`src/rtl/reaction_pkg.sv`:
```
// Shared types and constants for the reaction-timer stimulus controller.
// LFSR seed/width and the ms-counter width live here so sub-blocks agree.
package reaction_pkg;

  typedef enum logic [1:0] {
    IDLE  = 2'd0,
    DELAY = 2'd1,
    REACT = 2'd2
  } state_t;

  localparam int          LFSR_W    = 7;
  localparam logic [6:0]  LFSR_SEED = 7'h01;
  localparam int          MS_W      = 12;

  // Fibonacci step for x^7+x^6+1; shifts left, feedback into bit 0.
  function automatic logic [LFSR_W-1:0] lfsr_next(input logic [LFSR_W-1:0] cur);
    return {cur[LFSR_W-2:0], cur[6] ^ cur[5]};
  endfunction

endpackage

```
`src/rtl/reaction_lfsr.sv`:
```
// Free-running 7-bit maximal-length LFSR; reseeds synchronously on rst.
// The seed is non-zero and the polynomial is primitive, so the all-zero lock-up state is unreachable.
module reaction_lfsr
  import reaction_pkg::*;
(
  input  logic              clk,
  input  logic              rst,
  input  logic              en,
  output logic [LFSR_W-1:0] q
);

  always_ff @(posedge clk) begin
    if (rst) begin
      q <= LFSR_SEED;
    end else if (en) begin
      q <= lfsr_next(q);
    end
  end

endmodule

```
`src/rtl/reaction_stimulus_ctrl.sv`:
```
// Reaction-timer initiator: lights LEDs for a pseudo-random delay, then pulses
// start_counting; a reaction or timeout ends the trial with an end_counting pulse.
module reaction_stimulus_ctrl
  import reaction_pkg::*;
#(
  parameter int unsigned CLK_PER_MS   = 50000,
  parameter int unsigned MIN_DELAY_MS = 250,
  parameter int unsigned TIMEOUT_MS   = 2000,
  parameter int unsigned LED_WIDTH    = 10
) (
  input  logic                 clk,
  input  logic                 rst,
  input  logic                 trigger,
  input  logic                 react,
  output logic                 start_counting,
  output logic                 end_counting,
  output logic [LED_WIDTH-1:0] leds,
  output logic                 busy,
  output logic                 false_start,
  output logic                 timeout
);

  localparam int PW = (CLK_PER_MS > 1) ? $clog2(CLK_PER_MS) : 1;

  state_t            state;
  logic [PW-1:0]     presc;
  logic [MS_W-1:0]   dcnt;
  logic [MS_W-1:0]   mscnt;
  logic [LFSR_W-1:0] lfsr;
  logic [MS_W-1:0]   delay_d;
  logic              tick;

  reaction_lfsr u_lfsr (
    .clk (clk),
    .rst (rst),
    .en  (1'b1),
    .q   (lfsr)
  );

  assign tick    = (presc == PW'(CLK_PER_MS - 1));
  assign delay_d = MS_W'(MIN_DELAY_MS) + MS_W'({lfsr, 4'b0000});

  always_ff @(posedge clk) begin
    if (rst) begin
      state          <= IDLE;
      presc          <= '0;
      dcnt           <= '0;
      mscnt          <= '0;
      start_counting <= 1'b0;
      end_counting   <= 1'b0;
      leds           <= '0;
      busy           <= 1'b0;
      false_start    <= 1'b0;
      timeout        <= 1'b0;
    end else begin
      start_counting <= 1'b0;
      end_counting   <= 1'b0;
      case (state)
        IDLE: begin
          presc <= '0;
          if (trigger) begin
            state       <= DELAY;
            dcnt        <= delay_d;
            false_start <= 1'b0;
            timeout     <= 1'b0;
            leds        <= '1;
            busy        <= 1'b1;
          end
        end
        DELAY: begin
          presc <= tick ? '0 : presc + PW'(1);
          // A reaction on the terminal tick still counts as jumping the gun.
          if (react) begin
            state       <= IDLE;
            false_start <= 1'b1;
            leds        <= '0;
            busy        <= 1'b0;
          end else if (tick) begin
            if (dcnt == MS_W'(1)) begin
              state          <= REACT;
              leds           <= '0;
              start_counting <= 1'b1;
              mscnt          <= '0;
              presc          <= '0;
            end else begin
              dcnt <= dcnt - MS_W'(1);
            end
          end
        end
        REACT: begin
          presc <= tick ? '0 : presc + PW'(1);
          if (react) begin
            state        <= IDLE;
            end_counting <= 1'b1;
            busy         <= 1'b0;
          end else if (tick) begin
            if (mscnt == MS_W'(TIMEOUT_MS - 1)) begin
              state        <= IDLE;
              end_counting <= 1'b1;
              timeout      <= 1'b1;
              busy         <= 1'b0;
            end else begin
              mscnt <= mscnt + MS_W'(1);
            end
          end
        end
        default: begin
          state <= IDLE;
          leds  <= '0;
          busy  <= 1'b0;
        end
      endcase
    end
  end

endmodule

```
`config.mk`:
```
export PLATFORM = sky130hd
export DESIGN_NAME = reaction_stimulus_ctrl
export DESIGN_NICKNAME = d
export VERILOG_FILES = /design/src/rtl/reaction_pkg.sv /design/src/rtl/reaction_lfsr.sv /design/src/rtl/reaction_stimulus_ctrl.sv
export SDC_FILE = /design/constraint.sdc
export NUM_CORES = 1
export LEC_CHECK = 0
export CORE_ASPECT_RATIO = 1.4
export CORE_MARGIN = 2
export CORE_UTILIZATION = 40
export CTS_CLUSTER_DIAMETER = 60
export DETAILED_ROUTE_END_ITERATION = 12
export GPL_TIMING_DRIVEN = 0
export HOLD_SLACK_MARGIN = 0.15
export SLEW_MARGIN = 20
export SYNTH_ARGS = -nofsm -noshare
export SYNTH_HDL_FRONTEND = slang
export SYNTH_HIERARCHICAL = 1
export SYNTH_SLANG_ARGS = --single-unit
```
`constraint.sdc`:
```
create_clock -name clk -period 3.9 [get_ports clk]
set_clock_uncertainty 0.2 [all_clocks]
set_input_delay 0.39 -clock clk [delete_from_list [all_inputs] [get_ports clk]]
set_output_delay 0.39 -clock clk [all_outputs]
set_load 0.03 [all_outputs]
```
==> impl_metrics.env, run 1 <==
export IMPL_power_frac_seq=0.454
export IMPL_clkPwrFrac=0.253
export IMPL_pin_count=19
export IMPL_post_drt_wl_per_cell_um=14.49
export IMPL_cp_depth=6
export IMPL_gr_total_overflow=0
export IMPL_grt_first_pass_wirelength_mm=12.63
export IMPL_placed_area_mm2=0.003435
export IMPL_worst_hold_path_type="reg2reg"
export IMPL_design_area_mm2=0.003535
export IMPL_swShare=0.3341
export IMPL_endpoint_kind="flip-flop"
export IMPL_cts_buffer_depth=2
export IMPL_clk_pin_slew_ns=0.10
export IMPL_drt_iter0_drc=110
export IMPL_finalCritPeriodShare=0.7908
export IMPL_synth_cell_types=54
export IMPL_critPathSlowestCell="or4_1"
export IMPL_setup_viol=0
export IMPL_synthCells=381
export IMPL_synth_top_area_share=0.3496
export IMPL_cts_root_buf="clkbuf_8"
export IMPL_power_switching_uw=458.6
export IMPL_drtAntennaViolNets=0
export IMPL_hold_viol_final=0
export IMPL_ys_seq_area_frac=0.3496
export IMPL_place_congestion=0.8127
export IMPL_critical_path_top_delay_family="simple AND/OR/NAND/NOR gates"
export IMPL_dr_pass1_iters=4
export IMPL_instances_no_fill=505
export IMPL_die_w_um=78.99
export IMPL_drv_cap=0
export IMPL_die_height_um=109.0
export IMPL_yosys_warnings=6
export IMPL_yosysTopAreaCell="dfxtp_1"
export IMPL_rows=38
export IMPL_ir_drop_mv=0.2394
export IMPL_coreArea_mm2=0.007702
export IMPL_viasPerCell=5.592
export IMPL_grt_pass1_vias=2661
export IMPL_cp_start_kind="flip-flop"
export IMPL_p_per_area_mw_per_mm2=388.3
export IMPL_ys_top_cells_by_count="dfxtp_1 (55), nor2_1 (44), nand2_1 (27)"
export IMPL_cts_sinks=55
export IMPL_yosysMostFrequentCell="dfxtp_1"
export IMPL_ys_flop_type="dfxtp_1"
export IMPL_drc=0
export IMPL_post_route_min_period_ns=3.084
export IMPL_yosys_top_cells_area="dfxtp_1 (35%), nor2_1 (5.2%), xor2_1 (4.2%)"
export IMPL_r2r_cells=6
export IMPL_dpl_hpwl_mm=5.398
export IMPL_routed_wirelength_mm=7.315
export IMPL_cellLeakagePower_nw=1.261
export IMPL_dp_cells=497
export IMPL_drive_above_1_share=0.06914
export IMPL_ctsHoldBuffers=0
export IMPL_port_buffers=16
export IMPL_final_setup_tns_ns=0
export IMPL_comb_power_share=0.293
export IMPL_nets=418
export IMPL_worst_setup_path_type="reg2reg"
export IMPL_synth_edf_count=0
export IMPL_max_freq_mhz=324.3
export IMPL_r2r_start="dcnt[6]"
export IMPL_syn_cell_area_mm2=0.003149
export IMPL_track_usage=0.1820
export IMPL_syn_to_final_growth_pct=12.24
export IMPL_initial_core_util=0.4089
export IMPL_crit_path_max_incr_delay_ns=0.64
export IMPL_min_path_cells=2
export IMPL_synth_async_reset_ratio=0
export IMPL_power_mw=1.373
export IMPL_numCtsBuffers=5
export IMPL_min_from="busy"
export IMPL_whs_ns=0.2797
export IMPL_synthesis_nets=395
export IMPL_status="finished, final reports clean"
export IMPL_cts_tree="built"
export IMPL_rsz0062_at_grt="false"
export IMPL_worstPathMaxFanout=10
export IMPL_clock_latency_ns=0.31
export IMPL_syn_area_per_cell_um2=8.266
export IMPL_antenna_found_initial=0
export IMPL_crit_start="dcnt[6]"
export IMPL_path_buf_inv=1
export IMPL_cts_resized=0
export IMPL_post_cts_buffers=0
export IMPL_cp_cell_sequence="or4_1, or4_4, buf_6, a2111oi_4, o21ai_1, a32o_1"
export IMPL_grt_max_degree=16
export IMPL_antenna_cells=0
export IMPL_design_die_area_mm2=0.008609
export IMPL_vias=2824
export IMPL_relSlewSlack=0.4552
export IMPL_drv_slew=0
export IMPL_htree_levels=2
export IMPL_yosys_register_bits=55
export IMPL_worstPathArrival_ns=3.10
export IMPL_cp_data_required_time_ns=3.92
export IMPL_worstMarginPinSlew_ns=0.8156
export IMPL_internal_power_uw=914.0
-- worst reg2reg max path, cell delays in order (launching register included) --
cell	delay, ns
dfxtp_1	0.37
or4_1	0.64
or4_4	0.55
buf_6	0.15
a2111oi_4	0.64
o21ai_1	0.16
a32o_1	0.28
-- registers in the layout, indices dropped and copies added (netlist names) --
signal,flops
busy,1
dcnt,12
end_counting,1
false_start,1
leds,1
mscnt,12
presc,16
start_counting,1
state,2
timeout,1
u_lfsr/q,7
-- cell usage in the layout (no fill, tap or decap), drive strengths merged, types with 14 or more instances in the layout --
| master | Yosys | final |
|---|---|---|
| a21oi | 24 | 24 |
| clkdlybuf4s50 | 0 | 16 |
| clkbuf | 16 | 24 |
| nor2 | 44 | 44 |
| dfxtp | 55 | 55 |
| xor2 | 15 | 15 |
| inv | 14 | 14 |
| nand2 | 27 | 27 |
-- kinds of logic (layout without fill, tap and decap cells) --
logic type               count (synthesis)  count (layout)  share of synthesized area
other                                    1               1                   0.001191
adder cells (fa/ha/maj)                 10              10                    0.03973
AND/OR/NAND/NOR                        163             163                     0.2761
flip-flops                              55              55                     0.3496
multiplexers                            11              11                    0.03536
buffers and inverters                   43              67                    0.06753
AO/OA/AOI/OAI                           77              77                     0.1720
XOR/XNOR                                21              21                    0.05840
-- metrics by stage --
step                setup slack, ns    util
floorplan                     1.119       -
global placement             0.8433  0.4459
detailed placement           0.8243  0.4459
CTS                          0.8232  0.4589
global route                 0.6387  0.4589
finish                       0.8161  0.4589
-- power by group through the flow --
stage / Clock, mW / Combinational (mW) / Sequential (mW)
4_1_cts: 0.362 / 0.401 / 0.623
2_1_floorplan: 0 / 0.285 / 0.638
5_1_grt: 0.388 / 0.442 / 0.630
6_report: 0.347 / 0.402 / 0.623
3_5_place_dp: 0 / 0.400 / 0.637
3_3_place_gp: 0 / 0.397 / 0.635
-- final timing paths --
check | to | slack [ns]
setup / recovery | mscnt[2] | 0.82
setup reg to reg | mscnt[2] | 0.82
hold / removal | busy | 0.28
hold reg to reg | busy | 0.28
-- area by class of cell --
type                    count  area (um2)
plain buffers              29       160.2
clock buffers               8       100.1
fillers                   803        4168
inverters                  14       52.55
multi-input cells         283        1836
flip-flops and latches     55        1101
well taps                 100       125.1
repair buffers             16       160.2
-- metal layers --
| metal | global-route usage | wire, um |
|---|---|---|
| met1 | 0.2250 | 3352 |
| met2 | 0.3099 | 3564 |
| met3 | 0.03477 | 249 |
| met4 | 0.07389 | 148 |
| met5 | 0 | 0 |
No activity file was read; power rests on OpenSTA's default activity.
==> inputs of run 2 (changes only) <==
Clock period 3.9 ns to 2.8 ns, I/O delays scaled along.
==> run 2 against run 1 <==
The run now ends with setup timing left. Power up 41%. Clock power up 40%. Sequential power up 39%. Core utilization up 1.6 points. Critical path depth up 1. Wire length up 2.6%. Worst setup slack worse by 0.88 ns. Clock-buffer cell count unchanged. Critical path type unchanged. Highest routed layer unchanged.
==> impl_metrics.env, run 2 (same netlist as run 1, synthesis figures left out) <==
export IMPL_whs_ns=0.2594
export IMPL_initial_core_util=0.4089
export IMPL_multi_input_area_mm2=0.001872
export IMPL_cts_root_buf="clkbuf_8"
export IMPL_antenna_cells=0
export IMPL_crit_path_max_incr_delay_ns=0.53
export IMPL_cts_tree="built"
export IMPL_grt_max_degree=16
export IMPL_pre_cts_ws_ns=-0.2757
export IMPL_final_common_cell="dfxtp_1"
export IMPL_setup_viol=6
export IMPL_ctsHoldBuffers=0
export IMPL_gr_total_overflow=0
export IMPL_worstPathMaxFanout=6
export IMPL_critPathSlowestCell="or4_4"
export IMPL_drtAntennaViolNets=0
export IMPL_die_w_um=78.99
export IMPL_numCtsBuffers=5
export IMPL_routed_wirelength_mm=7.507
export IMPL_design_die_area_mm2=0.008609
export IMPL_track_usage=0.1845
export IMPL_rsz0062_at_grt="true"
export IMPL_grt_pass1_vias=2687
export IMPL_finalCritPeriodShare=1.022
export IMPL_post_route_min_period_ns=2.862
export IMPL_vias=2867
export IMPL_die_height_um=109.0
export IMPL_drc=0
export IMPL_power_frac_seq=0.448
export IMPL_power_switching_uw=647.3
export IMPL_p_per_area_mw_per_mm2=530.3
export IMPL_fillerInstances=783
export IMPL_final_cell_mix="dfxtp_1 (53), nor2_1 (44), nand2_1 (24), a21oi_1 (23)"
export IMPL_design_area_mm2=0.003659
export IMPL_ir_drop_mv=0.3196
export IMPL_internal_power_mw=1.293
export IMPL_drive_above_1_share=0.1135
export IMPL_clk_pin_slew_ns=0.10
export IMPL_largest_reg_flops=16
export IMPL_dr_pass1_iters=4
export IMPL_viasPerCell=5.578
export IMPL_cts_buffer_depth=2
export IMPL_worst_slack_ns=-0.06242
export IMPL_drt_iter0_drc=151
export IMPL_cp_cell_sequence="or4_4, buf_6, or4_4, buf_6, a2111o_1, or3_1, a21oi_1"
export IMPL_drv_cap=0
export IMPL_placed_area_mm2=0.003435
export IMPL_clock_latency_ns=0.31
export IMPL_worstPathArrival_ns=2.90
export IMPL_port_buffers=16
export IMPL_drv_slew=0
export IMPL_violations="setup timing"
export IMPL_pin_count=19
export IMPL_worst_setup_path_type="reg2reg"
export IMPL_endpoint_kind="flip-flop"
export IMPL_status="finished with violations"
export IMPL_comb_power_share=0.302
export IMPL_cellLeakagePower_nw=1.315
export IMPL_max_freq_mhz=349.4
export IMPL_cts_sinks=55
export IMPL_cp_data_required_time_ns=2.84
export IMPL_cp_start_kind="flip-flop"
export IMPL_dpl_hpwl_mm=5.398
export IMPL_reg_largest_list="presc (16), dcnt (12), mscnt (12)"
export IMPL_grt_first_pass_wirelength_mm=12.79
export IMPL_coreArea_mm2=0.007702
export IMPL_rows=38
export IMPL_swShare=0.3336
export IMPL_place_congestion=0.8127
export IMPL_antenna_found_initial=0
export IMPL_hold_viol_final=0
export IMPL_clkPwrFrac=0.250
export IMPL_nets=427
export IMPL_htree_levels=2
export IMPL_power_mw=1.940
export IMPL_worstMarginPinSlew_ns=0.6265
export IMPL_syn_to_final_growth_pct=16.17
export IMPL_worst_hold_path_type="in2reg"
export IMPL_top_register="presc"
export IMPL_post_drt_wl_per_cell_um=14.61
export IMPL_relSlewSlack=0.5785
export IMPL_seqCellArea_mm2=0.001106
-- run 2: changes by cell type in the layout (fill, tap and decap cells not counted), sizes merged --
cell,previous run,this run
buf,13,22
-- run 2: power by group through the flow --
stage | registers, mW | clock network, mW | logic (mW)
finish | 0.869 | 0.485 | 0.586
global route | 0.878 | 0.540 | 0.643
CTS | 0.869 | 0.505 | 0.565
detailed placement | 0.887 | 0 | 0.557
global placement | 0.884 | 0 | 0.554
floorplan | 0.888 | 0 | 0.398
-- run 2: worst max-delay path, delay by kind of cell, from the launching register on --
| kind | cells | cell delay [ns] |
|---|---|---|
| AO/OA/AOI/OAI | 2 | 0.60 |
| buffers and inverters | 2 | 0.28 |
| flip-flops | 1 | 0.37 |
| AND/OR/NAND/NOR | 3 | 1.34 |
-- run 2: path summary, 6_finish.rpt --
kind                               from  endpoint  slack, ns  cells past startpoint
worst max register to register  dcnt[2]  mscnt[0]      -0.06                      7
worst max-delay path            dcnt[2]  mscnt[0]      -0.06                      7
worst min-delay path            trigger  state[0]       0.26                      3
worst min register to register     busy      busy       0.28                      2
-- run 2: layout make-up --
| cell class | instances | share of cell area |
|---|---|---|
| multi-input combinational | 283 | 0.5116 |
| sequential | 55 | 0.3023 |
| timing repair buffer | 25 | 0.06430 |
| buffer | 29 | 0.04583 |
| tap | 100 | 0.03420 |
| clock buffer | 8 | 0.02736 |
| inverter | 14 | 0.01436 |
-- run 2: through the flow --
step / instances / util / TNS (ns)
after floorplan: 381 / - / 0
after global routing: 514 / 0.4750 / -0.7820
after detailed placement: 497 / 0.4459 / -2.204
after global placement: 497 / 0.4459 / -1.859
final: 514 / 0.4750 / -0.1212
after CTS: 509 / 0.4657 / -0.09105
-- run 2: routing by layer --
layer / track usage / share of wire / up-vias
met5: 0 / 0 / -
li1: - / - / 1435
met2: 0.3142 / 0.49 / 76
met4: 0.07635 / 0.019 / 0
met3: 0.03560 / 0.048 / 10
met1: 0.2270 / 0.44 / 1346
-- run 2: what timing repair did --
item,CTS,global route
pin swaps,3,5
setup endpoints to repair,15,12
gates cloned,0,1
resized for setup,5,13
setup buffers,4,4
==> inputs of run 3 (changes only) <==
Settings changed: SKIP_LAST_GASP from default to 1.
==> results of run 3 <==
The final DEF is identical to that of run 2; final timing and power are the same.
